<file path="config.mk">
export PLATFORM = sky130hd
export DESIGN_NAME = seq_divider_16by8
export DESIGN_NICKNAME = d
export VERILOG_FILES = /design/src/rtl/seq_divider_16by8.sv
export SDC_FILE = /design/constraint.sdc
export NUM_CORES = 1
export LEC_CHECK = 0
export ABC_AREA = 1
export CAP_MARGIN = 10
export CORE_ASPECT_RATIO = 1.5
export CORE_MARGIN = 5
export CORE_UTILIZATION = 40
export DETAILED_ROUTE_END_ITERATION = 8
export DONT_BUFFER_PORTS = 1
export SKIP_CTS_REPAIR_TIMING = 1
export SLEW_MARGIN = 20
export SYNTH_ARGS = -nofsm -noshare
export SYNTH_HDL_FRONTEND = slang
export SYNTH_SLANG_ARGS = --single-unit
</file>
<file path="constraint.sdc">
create_clock -name clk -period 3 [get_ports clk]
set_clock_uncertainty 0.2 [all_clocks]
set_input_delay 0.6 -clock clk [delete_from_list [all_inputs] [get_ports clk]]
set_output_delay 0.6 -clock clk [all_outputs]
set_load 0.005 [all_outputs]
</file>
<file path="src/rtl/seq_divider_16by8.sv">
// Iterative restoring divider: N-bit dividend by D-bit divisor, one quotient bit per clock.
// Driven by a start/done handshake; results are held in output registers until the next completion.
module seq_divider_16by8 #(
  parameter int N = 16,
  parameter int D = 8
) (
  input  logic         clk,
  input  logic         rst,
  input  logic         start,
  input  logic [N-1:0] dividend,
  input  logic [D-1:0] divisor,
  output logic         busy,
  output logic         done,
  output logic [N-1:0] quotient,
  output logic [D-1:0] remainder,
  output logic         div_by_zero
);

  localparam int CW = $clog2(N + 1);

  localparam logic [1:0] IDLE = 2'd0;
  localparam logic [1:0] CALC = 2'd1;
  localparam logic [1:0] DONE = 2'd2;

  logic [1:0]    state;
  logic [N-1:0]  q_w;
  logic [D:0]    r_w;
  logic [D-1:0]  dvs_w;
  logic [CW-1:0] cnt;

  logic [D:0]    trial;
  logic          fit;
  logic [D:0]    r_next;
  logic [N-1:0]  q_next;

  // One restoring step; r_w[D] can never be set, but if it were the trial value would exceed any divisor
  always_comb begin
    trial  = {r_w[D-1:0], q_w[N-1]};
    fit    = r_w[D] | (trial >= {1'b0, dvs_w});
    r_next = fit ? (trial - {1'b0, dvs_w}) : trial;
    q_next = {q_w[N-2:0], fit};
  end

  always_ff @(posedge clk or posedge rst) begin
    if (rst) begin
      state       <= IDLE;
      q_w         <= '0;
      r_w         <= '0;
      dvs_w       <= '0;
      cnt         <= '0;
      quotient    <= '0;
      remainder   <= '0;
      div_by_zero <= 1'b0;
    end else begin
      case (state)
        IDLE: begin
          if (start) begin
            dvs_w <= divisor;
            if (divisor == '0) begin
              quotient    <= '1;
              remainder   <= dividend[D-1:0];
              div_by_zero <= 1'b1;
              state       <= DONE;
            end else begin
              q_w   <= dividend;
              r_w   <= '0;
              cnt   <= CW'(N);
              state <= CALC;
            end
          end
        end
        CALC: begin
          q_w <= q_next;
          r_w <= r_next;
          cnt <= cnt - 1'b1;
          // Last iteration: publish the result on the way into DONE
          if (cnt == CW'(1)) begin
            quotient    <= q_next;
            remainder   <= r_next[D-1:0];
            div_by_zero <= 1'b0;
            state       <= DONE;
          end
        end
        DONE:    state <= IDLE;
        default: state <= IDLE;
      endcase
    end
  end

  assign busy = (state != IDLE);
  assign done = (state == DONE);

endmodule

</file>
==> results of run 1 <==
-- power by group through the flow --
| stage | Clock, mW | Combinational (mW) | Sequential, mW |
|---|---|---|---|
| floorplan | 0 | 1.94 | 1.52 |
| global placement | 0 | 2.34 | 1.62 |
| detailed placement | 0 | 2.38 | 1.62 |
| CTS | 1.09 | 2.40 | 1.61 |
| global route | 1.13 | 2.78 | 1.65 |
| finish | 1.07 | 2.38 | 1.60 |
-- per-layer routing --
metal / track usage [%] / vias to the layer above
li1: - / 1369
met2: 29.09 / 65
met5: 0 / -
met4: 8.317 / 0
met3: 4.400 / 16
met1: 19.90 / 1275
-- worst max-delay path, delay by kind of cell (launching register included) --
kind	cells	cell delay, ns
fa+ha+maj	1	0.31
flops	1	0.38
compound gates	1	0.45
buf+inv	2	0.16
simple gates	6	0.66
-- final timing paths --
| kind | start | end | slack, ns | cells after the start |
|---|---|---|---|---|
| max in group asynchronous | rst | state[1]$_DFFE_PP0P_ | 1.80 | 2 |
| worst max-delay path | dvs_w[2]$_DFFE_PP0P_ | remainder[3]$_DFFE_PP0P_ | 0.73 | 10 |
| min in group clk | divisor[5] | dvs_w[5]$_DFFE_PP0P_ | 0.22 | 2 |
| worst min-delay path | rst | quotient[10]$_DFFE_PP0P_ | 0.06 | 1 |
| worst max register to register | dvs_w[2]$_DFFE_PP0P_ | remainder[3]$_DFFE_PP0P_ | 0.73 | 10 |
| worst min register to register | cnt[4]$_DFFE_PP0P_ | cnt[4]$_DFFE_PP0P_ | 0.28 | 2 |
-- cell usage in the layout (no fill, tap or decap), drive strengths merged, types with 2 or more instances in the layout --
| cell | netlist | final |
|---|---|---|
| or2 | 11 | 11 |
| o21ai | 26 | 26 |
| buf | 9 | 5 |
| clkbuf | 6 | 14 |
| clkinv | 1 | 2 |
| dfrtp | 65 | 65 |
| ha | 10 | 10 |
| nand2 | 98 | 98 |
| o211ai | 7 | 7 |
| inv | 72 | 72 |
| a31oi | 6 | 6 |
| nor2 | 36 | 36 |
| nand3 | 34 | 34 |
| nand4 | 15 | 15 |
| a21oi | 13 | 13 |
| o221ai | 7 | 7 |
| xor2 | 4 | 4 |
-- flip-flops by register name, summed over array words and instances, names as in the netlist --
register / flops
div_by_zero: 1
remainder: 8
q_w: 16
dvs_w: 8
cnt: 5
r_w: 9
state: 2
quotient: 16
-- final cells by class --
class / count / area [um2] / area share, %
multi-input cells: 271 / 1430 / 37.50
well taps: 107 / 133.9 / 3.510
repair buffers: 5 / 37.54 / 0.9843
clock inverters: 2 / 35.03 / 0.9186
clock buffers: 14 / 274.0 / 7.185
flip-flops and latches: 65 / 1627 / 42.65
inverters: 73 / 276.5 / 7.251
-- cell families after synthesis --
kind of cell	Yosys count	synth area share, %
AO/OA/AOI/OAI	61	11.09
XOR/XNOR	4	1.024
buffers and inverters	88	10.61
adder cells (fa/ha/maj)	11	4.244
flip-flops	65	47.57
AND/OR/NAND/NOR	195	25.47
-- stage by stage --
step                total power [mW]  instances  hold slack, ns  instance area, um2  setup WS, ns
finish                         5.046        537         0.06348                3814        0.7268
global route                   5.553        537          0.1273                3814        0.4898
CTS                            5.101        537         0.08614                3814        0.7291
detailed placement             4.000        521          0.2784                3505        0.5582
global placement               3.962        521          0.2656                3505        0.6044
floorplan                      3.456        424          0.2514                3420        0.5735
==> flow_summary.yaml, run 1 <==
global_route:
  grt_pass1_wl_um: 13770
  grt-ovfl-total: 0
  grt_pass1_vias: 2754
  gr-usage-all-layers_pct: 17.09
  antenna_found_initial: 0
  grt_max_degree: 35
detailed_routing:
  wl_per_cell_um: 15.39
  vias: 2725
  top_layer_used: "met4"
  drt-initial-drc-count: 166
  wl_met1_um: 3271
  wl_met2_um: 4409
  dr_wl_met3_um: 311
  via_per_inst: 5.074
  ant_nets: 0
  drtPass1Iterations: 4
  drc: 0
  totalWireLength_um: 8267
place:
  portBuffers: 0
  gp_congestion: 0.8320
  hpwl_um: 6269
logic_synthesis:
  synth_top_cells_by_area: "dfrtp_1, nand2_1, inv_1"
  syn-cell-area_um2: 3420
  yosysSeqAreaShare_pct: 47.57
  synth_top_area_share_pct: 47.57
  synth_area_leader_cell: "dfrtp_1"
  synth_nets: 462
  synth-edff-count: 0
  synth_cells: 424
  ys_async_sr_fraction_pct: 100.0
  syn_area_per_cell_um2: 8.065
  synth_most_common_cell: "nand2_1"
  synth_top_flop_cell: "dfrtp_1"
  yosys.cell_types.count: 36
  synthTopCellsByCount: "nand2_1, dfrtp_1, inv_1"
  ys_ff_latch: 65
  synthesis.yosys.warnings: 0
clocking:
  clkTransAtPathRegs_ns: 0.06
  numCtsBuffers: 9
  cts_tree: "built"
  cts_root_buffer: "clkbuf_16"
  clock_latency_ns: 0.33
  htreeDepth: 3
  clock_path_buffers: 2
  numClockSinks: 65
sta:
  hold_viol_final: 0
  slew_headroom_pct: 53.57
  finalCritPeriodShare_pct: 75.77
  rsz0062_at_grt: "false"
  worst_pin_slew_ns: 0.6955
  fmax_ghz: 0.4399
  setup_tns_ns: 0
  slew_viol_final: 0
  final-setup-viol-count: 0
  finalCriticalPeriod_ns: 2.273
power_and_ir_drop:
  internal-power_mw: 2.861
  pwr-share-seq_pct: 31.7
  ir_worst_vdd_mv: 0.4801
  power_switching_share_pct: 43.30
  p_sw_mw: 2.185
  leakagePower_nw: 1.934
  p_clk_share_pct: 21.2
  pwr-share-comb_pct: 47.1
  powerDensity_nw_per_um2: 1323
floorplan:
  die_h_um: 123.2
  row_count: 41
  dieArea_um2: 10540
  initial_core_util_pct: 40.89
  core_region_area_um2: 8362
  pin_count: 54
  die_x_um: 85.50
critical_path:
  end_kind: "flip-flop"
  crit_type: "flip-flop to flip-flop"
  max_stage_delay_ns: 0.45
  start_kind: "flip-flop"
  cp_max_fo: 10
  crit_chain: "inv_1 > ha_1 > nand2_1 > nor2_1 > a21oi_2 > nand2_4 > nand3_1 > nand3_1 > nand2_1 > inv_1"
  crit_arrival_ns: 2.30
  slowest_stage: "a21oi_2"
  worstPathRequired_ns: 3.02
cells_and_area:
  finish.utilization_pct: 45.61
  nNetsFinal: 463
  syn_to_final_growth_pct: 11.53
  fillers: 834
  diodes: 0
  drive_gt1_share_pct: 9.535
min_path:
  hold_class: "primary input to async pin"
status:
  status: "complete, no violations"
job:
  maxCapViolCount: 0
(Power assumes the default switching activity.)
==> run 2: changes to the inputs <==
- clock period: 3 -> 2.25 ns (I/O delays scaled with it)
==> flow_summary.yaml, run 2 (synthesis gave the netlist of run 1 again) <==
critical_path:
  crit_arrival_ns: 2.17
  cp_max_fo: 10
  worstPathRequired_ns: 2.32
  end_kind: "flip-flop"
  start_kind: "flip-flop"
  crit_type: "flip-flop to flip-flop"
power_and_ir_drop:
  powerDensity_nw_per_um2: 1795
  ir_worst_vdd_mv: 0.6703
  leakagePower_nw: 1.967
sta:
  final-setup-viol-count: 0
  fin_hold_ws_ns: 0.07277
  final.setup.worst_slack_ns: 0.1553
  setup_tns_ns: 0
  finalCriticalPeriod_ns: 2.095
  rsz0062_at_grt: "false"
  slew_viol_final: 0
  finalCritPeriodShare_pct: 93.10
  fmax_ghz: 0.4774
  slew_headroom_pct: 72.29
  hold_viol_final: 0
  worst_pin_slew_ns: 0.4156
floorplan:
  row_count: 41
  core_region_area_um2: 8362
  die_x_um: 85.50
  pin_count: 54
  initial_core_util_pct: 40.89
  die_h_um: 123.2
  dieArea_um2: 10540
clocking:
  cts_tree: "built"
  numClockSinks: 65
  numCtsBuffers: 9
  clock_path_buffers: 2
  htreeDepth: 3
  clock_latency_ns: 0.33
  cts_root_buffer: "clkbuf_16"
  clkTransAtPathRegs_ns: 0.06
global_route:
  grt-ovfl-total: 0
  grt_pass1_vias: 2860
  antenna_found_initial: 0
  grt_pass1_wl_um: 14250
  grt_max_degree: 66
  gr-usage-all-layers_pct: 17.67
job:
  maxCapViolCount: 0
place:
  gp_congestion: 0.8793
  dp_worst_setup_slack_ns: 0.06696
  hpwl_um: 6478
  portBuffers: 0
cells_and_area:
  final_common_cell: "nand2_1"
  reg_top3: "q_w (16), quotient (16), r_w (9)"
  syn_to_final_growth_pct: 14.38
  nNetsFinal: 467
  fillers: 804
  drive_gt1_share_pct: 11.06
  final_cell_mix: "nand2_1, dfrtp_1, inv_1"
  diodes: 0
  seq_area_um2: 1627
  multiInputGateArea_um2: 1458
detailed_routing:
  drtPass1Iterations: 5
  drt-initial-drc-count: 171
  vias: 2803
  drc: 0
  via_per_inst: 5.181
  totalWireLength_um: 8828
  wl_per_cell_um: 16.32
  ant_nets: 0
status:
  status: "complete, no violations"
min_path:
  hold_class: "primary input to flip-flop"
## run 2: routing by layer
layer | GRT usage [%] | part of all wire [%]
met2 | 31.76 | 54
met5 | 0 | 0
met3 | 4.267 | 3.5
met1 | 18.82 | 39
met4 | 9.703 | 3.1
## run 2: per-stage QoR
step                total power, mW  cell area [um2]  cells  utilization, %
CTS                           6.992             3874    540           46.33
floorplan                     4.608             3423    424               -
detailed placement            5.422             3543    524           42.38
global placement              5.361             3543    524           42.38
global route                  7.643             3911    541           46.78
finish                        7.022             3911    541           46.78
## run 2: path summary, 6_finish.rpt
path	start	end	slack [ns]	depth (start not counted)
setup / recovery	r_w[2]$_DFFE_PP0P_	remainder[5]$_DFFE_PP0P_	0.16	11
hold / removal	divisor[1]	dvs_w[1]$_DFFE_PP0P_	0.07	2
setup reg to reg	r_w[2]$_DFFE_PP0P_	remainder[5]$_DFFE_PP0P_	0.16	11
hold reg to reg	dvs_w[7]$_DFFE_PP0P_	dvs_w[7]$_DFFE_PP0P_	0.28	2
max in group asynchronous	rst	q_w[0]$_DFFE_PP0P_	1.07	3
min in group asynchronous	rst	quotient[1]$_DFFE_PP0P_	0.49	3
## run 2: cell type report
| cell class | count | area share (%) |
|---|---|---|
| flip-flops and latches | 65 | 41.59 |
| clock inverters | 5 | 1.983 |
| clock buffers | 11 | 6.462 |
| repair buffers | 9 | 2.111 |
| well taps | 107 | 3.423 |
| multi-input cells | 271 | 37.27 |
| inverters | 73 | 7.166 |
## run 2: power by group
part | leakage (nW) | switching [mW] | total [mW] | internal (mW)
clock | 0.162 | 0.513 | 1.54 | 1.03
sequential | 0.754 | 0.411 | 2.16 | 1.74
combinational | 1.05 | 2.13 | 3.33 | 1.20
## run 2: worst max-delay path, cell delays in order, from the launching register on
cell	delay, ns
dfrtp_1	0.43
ha_1	0.37
nand2_1	0.13
nor2_1	0.13
nand2_1	0.08
nand2_1	0.10
nand2_4	0.11
nand2_4	0.14
nand3_1	0.13
nand3_1	0.11
nand2_1	0.05
inv_1	0.05
==> run 3: changes to the inputs <==
- GPL_ROUTABILITY_DRIVEN: unset -> 0
==> flow_summary.yaml, run 3 (synthesis gave the netlist of run 1 again) <==
status:
  status: "complete, no violations"
job:
  maxCapViolCount: 0
cells_and_area:
  reg_top3: "q_w (16), quotient (16), r_w (9)"
  diodes: 0
  nNetsFinal: 472
  final_cell_mix: "nand2_1, dfrtp_1, inv_1"
  syn_to_final_growth_pct: 14.20
  final_common_cell: "nand2_1"
  drive_gt1_share_pct: 12.30
detailed_routing:
  drtPass1Iterations: 5
  totalWireLength_um: 8629
  ant_nets: 0
  vias: 2791
  drc: 0
  drt-initial-drc-count: 216
  wl_per_cell_um: 15.80
  via_per_inst: 5.112
place:
  portBuffers: 0
  hpwl_um: 6413
clocking:
  numClockSinks: 65
  htreeDepth: 3
  numCtsBuffers: 9
  clkTransAtPathRegs_ns: 0.06
  cts_tree: "built"
  cts_root_buffer: "clkbuf_16"
  clock_path_buffers: 2
  clock_latency_ns: 0.33
floorplan:
  core_region_area_um2: 8362
  initial_core_util_pct: 40.89
  die_h_um: 123.2
  row_count: 41
  dieArea_um2: 10540
  pin_count: 54
  die_x_um: 85.50
global_route:
  grt-ovfl-total: 0
  grt_max_degree: 66
  grt_pass1_wl_um: 14080
  antenna_found_initial: 0
  gr-usage-all-layers_pct: 17.42
  grt_pass1_vias: 2828
sta:
  worst_pin_slew_ns: 0.4223
  finalCriticalPeriod_ns: 2.074
  fmax_ghz: 0.4821
  slew_headroom_pct: 71.55
  hold_viol_final: 0
  setup_tns_ns: 0
  rsz0062_at_grt: "false"
  slew_viol_final: 0
  final-setup-viol-count: 0
  finalCritPeriodShare_pct: 92.19
critical_path:
  cp_max_fo: 10
  end_kind: "flip-flop"
  crit_type: "flip-flop to flip-flop"
  crit_arrival_ns: 2.10
  worstPathRequired_ns: 2.27
  start_kind: "flip-flop"
power_and_ir_drop:
  leakagePower_nw: 1.976
  p_total_mw: 6.923
  powerDensity_nw_per_um2: 1773
  ir_worst_vdd_mv: 0.7505
min_path:
  hold_class: "primary input to flip-flop"
run 3: worst max-delay path, stage by stage, from the launching register on:
cell and delay (ns):
dfrtp_1 0.38, inv_1 0.11, ha_2 0.32, a21oi_1 0.15, nand2_1 0.10, nand2_1 0.09, nand2_1 0.09, nand2_4 0.11
nand2_4 0.10, nand3_1 0.13, nand3_2 0.09, nand2_1 0.07, inv_1 0.03
run 3: power breakdown:
part	internal (mW)	switching [mW]	leakage, nW
Clock	0.862	0.494	0.149
Combinational	1.29	2.14	1.07
Sequential	1.75	0.395	0.754
run 3: path summary, 6_finish.rpt:
check	start	endpoint	slack [ns]	cells after the start
min in group asynchronous	rst	quotient[6]$_DFFE_PP0P_	0.49	3
min	divisor[4]	dvs_w[4]$_DFFE_PP0P_	0.08	2
max in group asynchronous	rst	r_w[2]$_DFFE_PP0P_	1.06	3
min reg2reg	cnt[4]$_DFFE_PP0P_	cnt[4]$_DFFE_PP0P_	0.29	2
max	dvs_w[2]$_DFFE_PP0P_	remainder[3]$_DFFE_PP0P_	0.18	12
max reg2reg	dvs_w[2]$_DFFE_PP0P_	remainder[3]$_DFFE_PP0P_	0.18	12
run 3: metrics by stage:
| stage | setup slack, ns | area (um2) | util [%] | cells | hold WS, ns |
|---|---|---|---|---|---|
| 6_report | 0.1758 | 3905 | 46.70 | 546 | 0.07744 |
| 5_1_grt | 0.009924 | 3905 | 46.70 | 546 | 0.07849 |
| 4_1_cts | 0.06407 | 3845 | 45.98 | 541 | -0.1113 |
| 3_5_place_dp | 0.07163 | 3551 | 42.47 | 525 | 0.2420 |
| 3_3_place_gp | 0.1310 | 3551 | 42.47 | 525 | 0.2405 |
| 2_1_floorplan | 0.3596 | 3423 | - | 424 | 0.2514 |
run 3: area by class of cell:
type / instances / area, um2
Clock buffer: 14 / 284.0
Sequential cell: 65 / 1627
Tap cell: 107 / 133.9
Clock inverter: 2 / 10.01
Multi-Input combinational cell: 271 / 1449
Fill cell: 814 / 4457
Inverter: 73 / 281.5
Timing Repair Buffer: 14 / 120.1
run 3: per-layer routing:
layer / GRT usage [%] / wire, um / vias to the layer above
li1: - / - / 1389
met1: 19.03 / 3331 / 1328
met2: 30.45 / 4648 / 53
met3: 5.333 / 313 / 21
met4: 8.515 / 336 / 0
met5: 0 / 0 / -
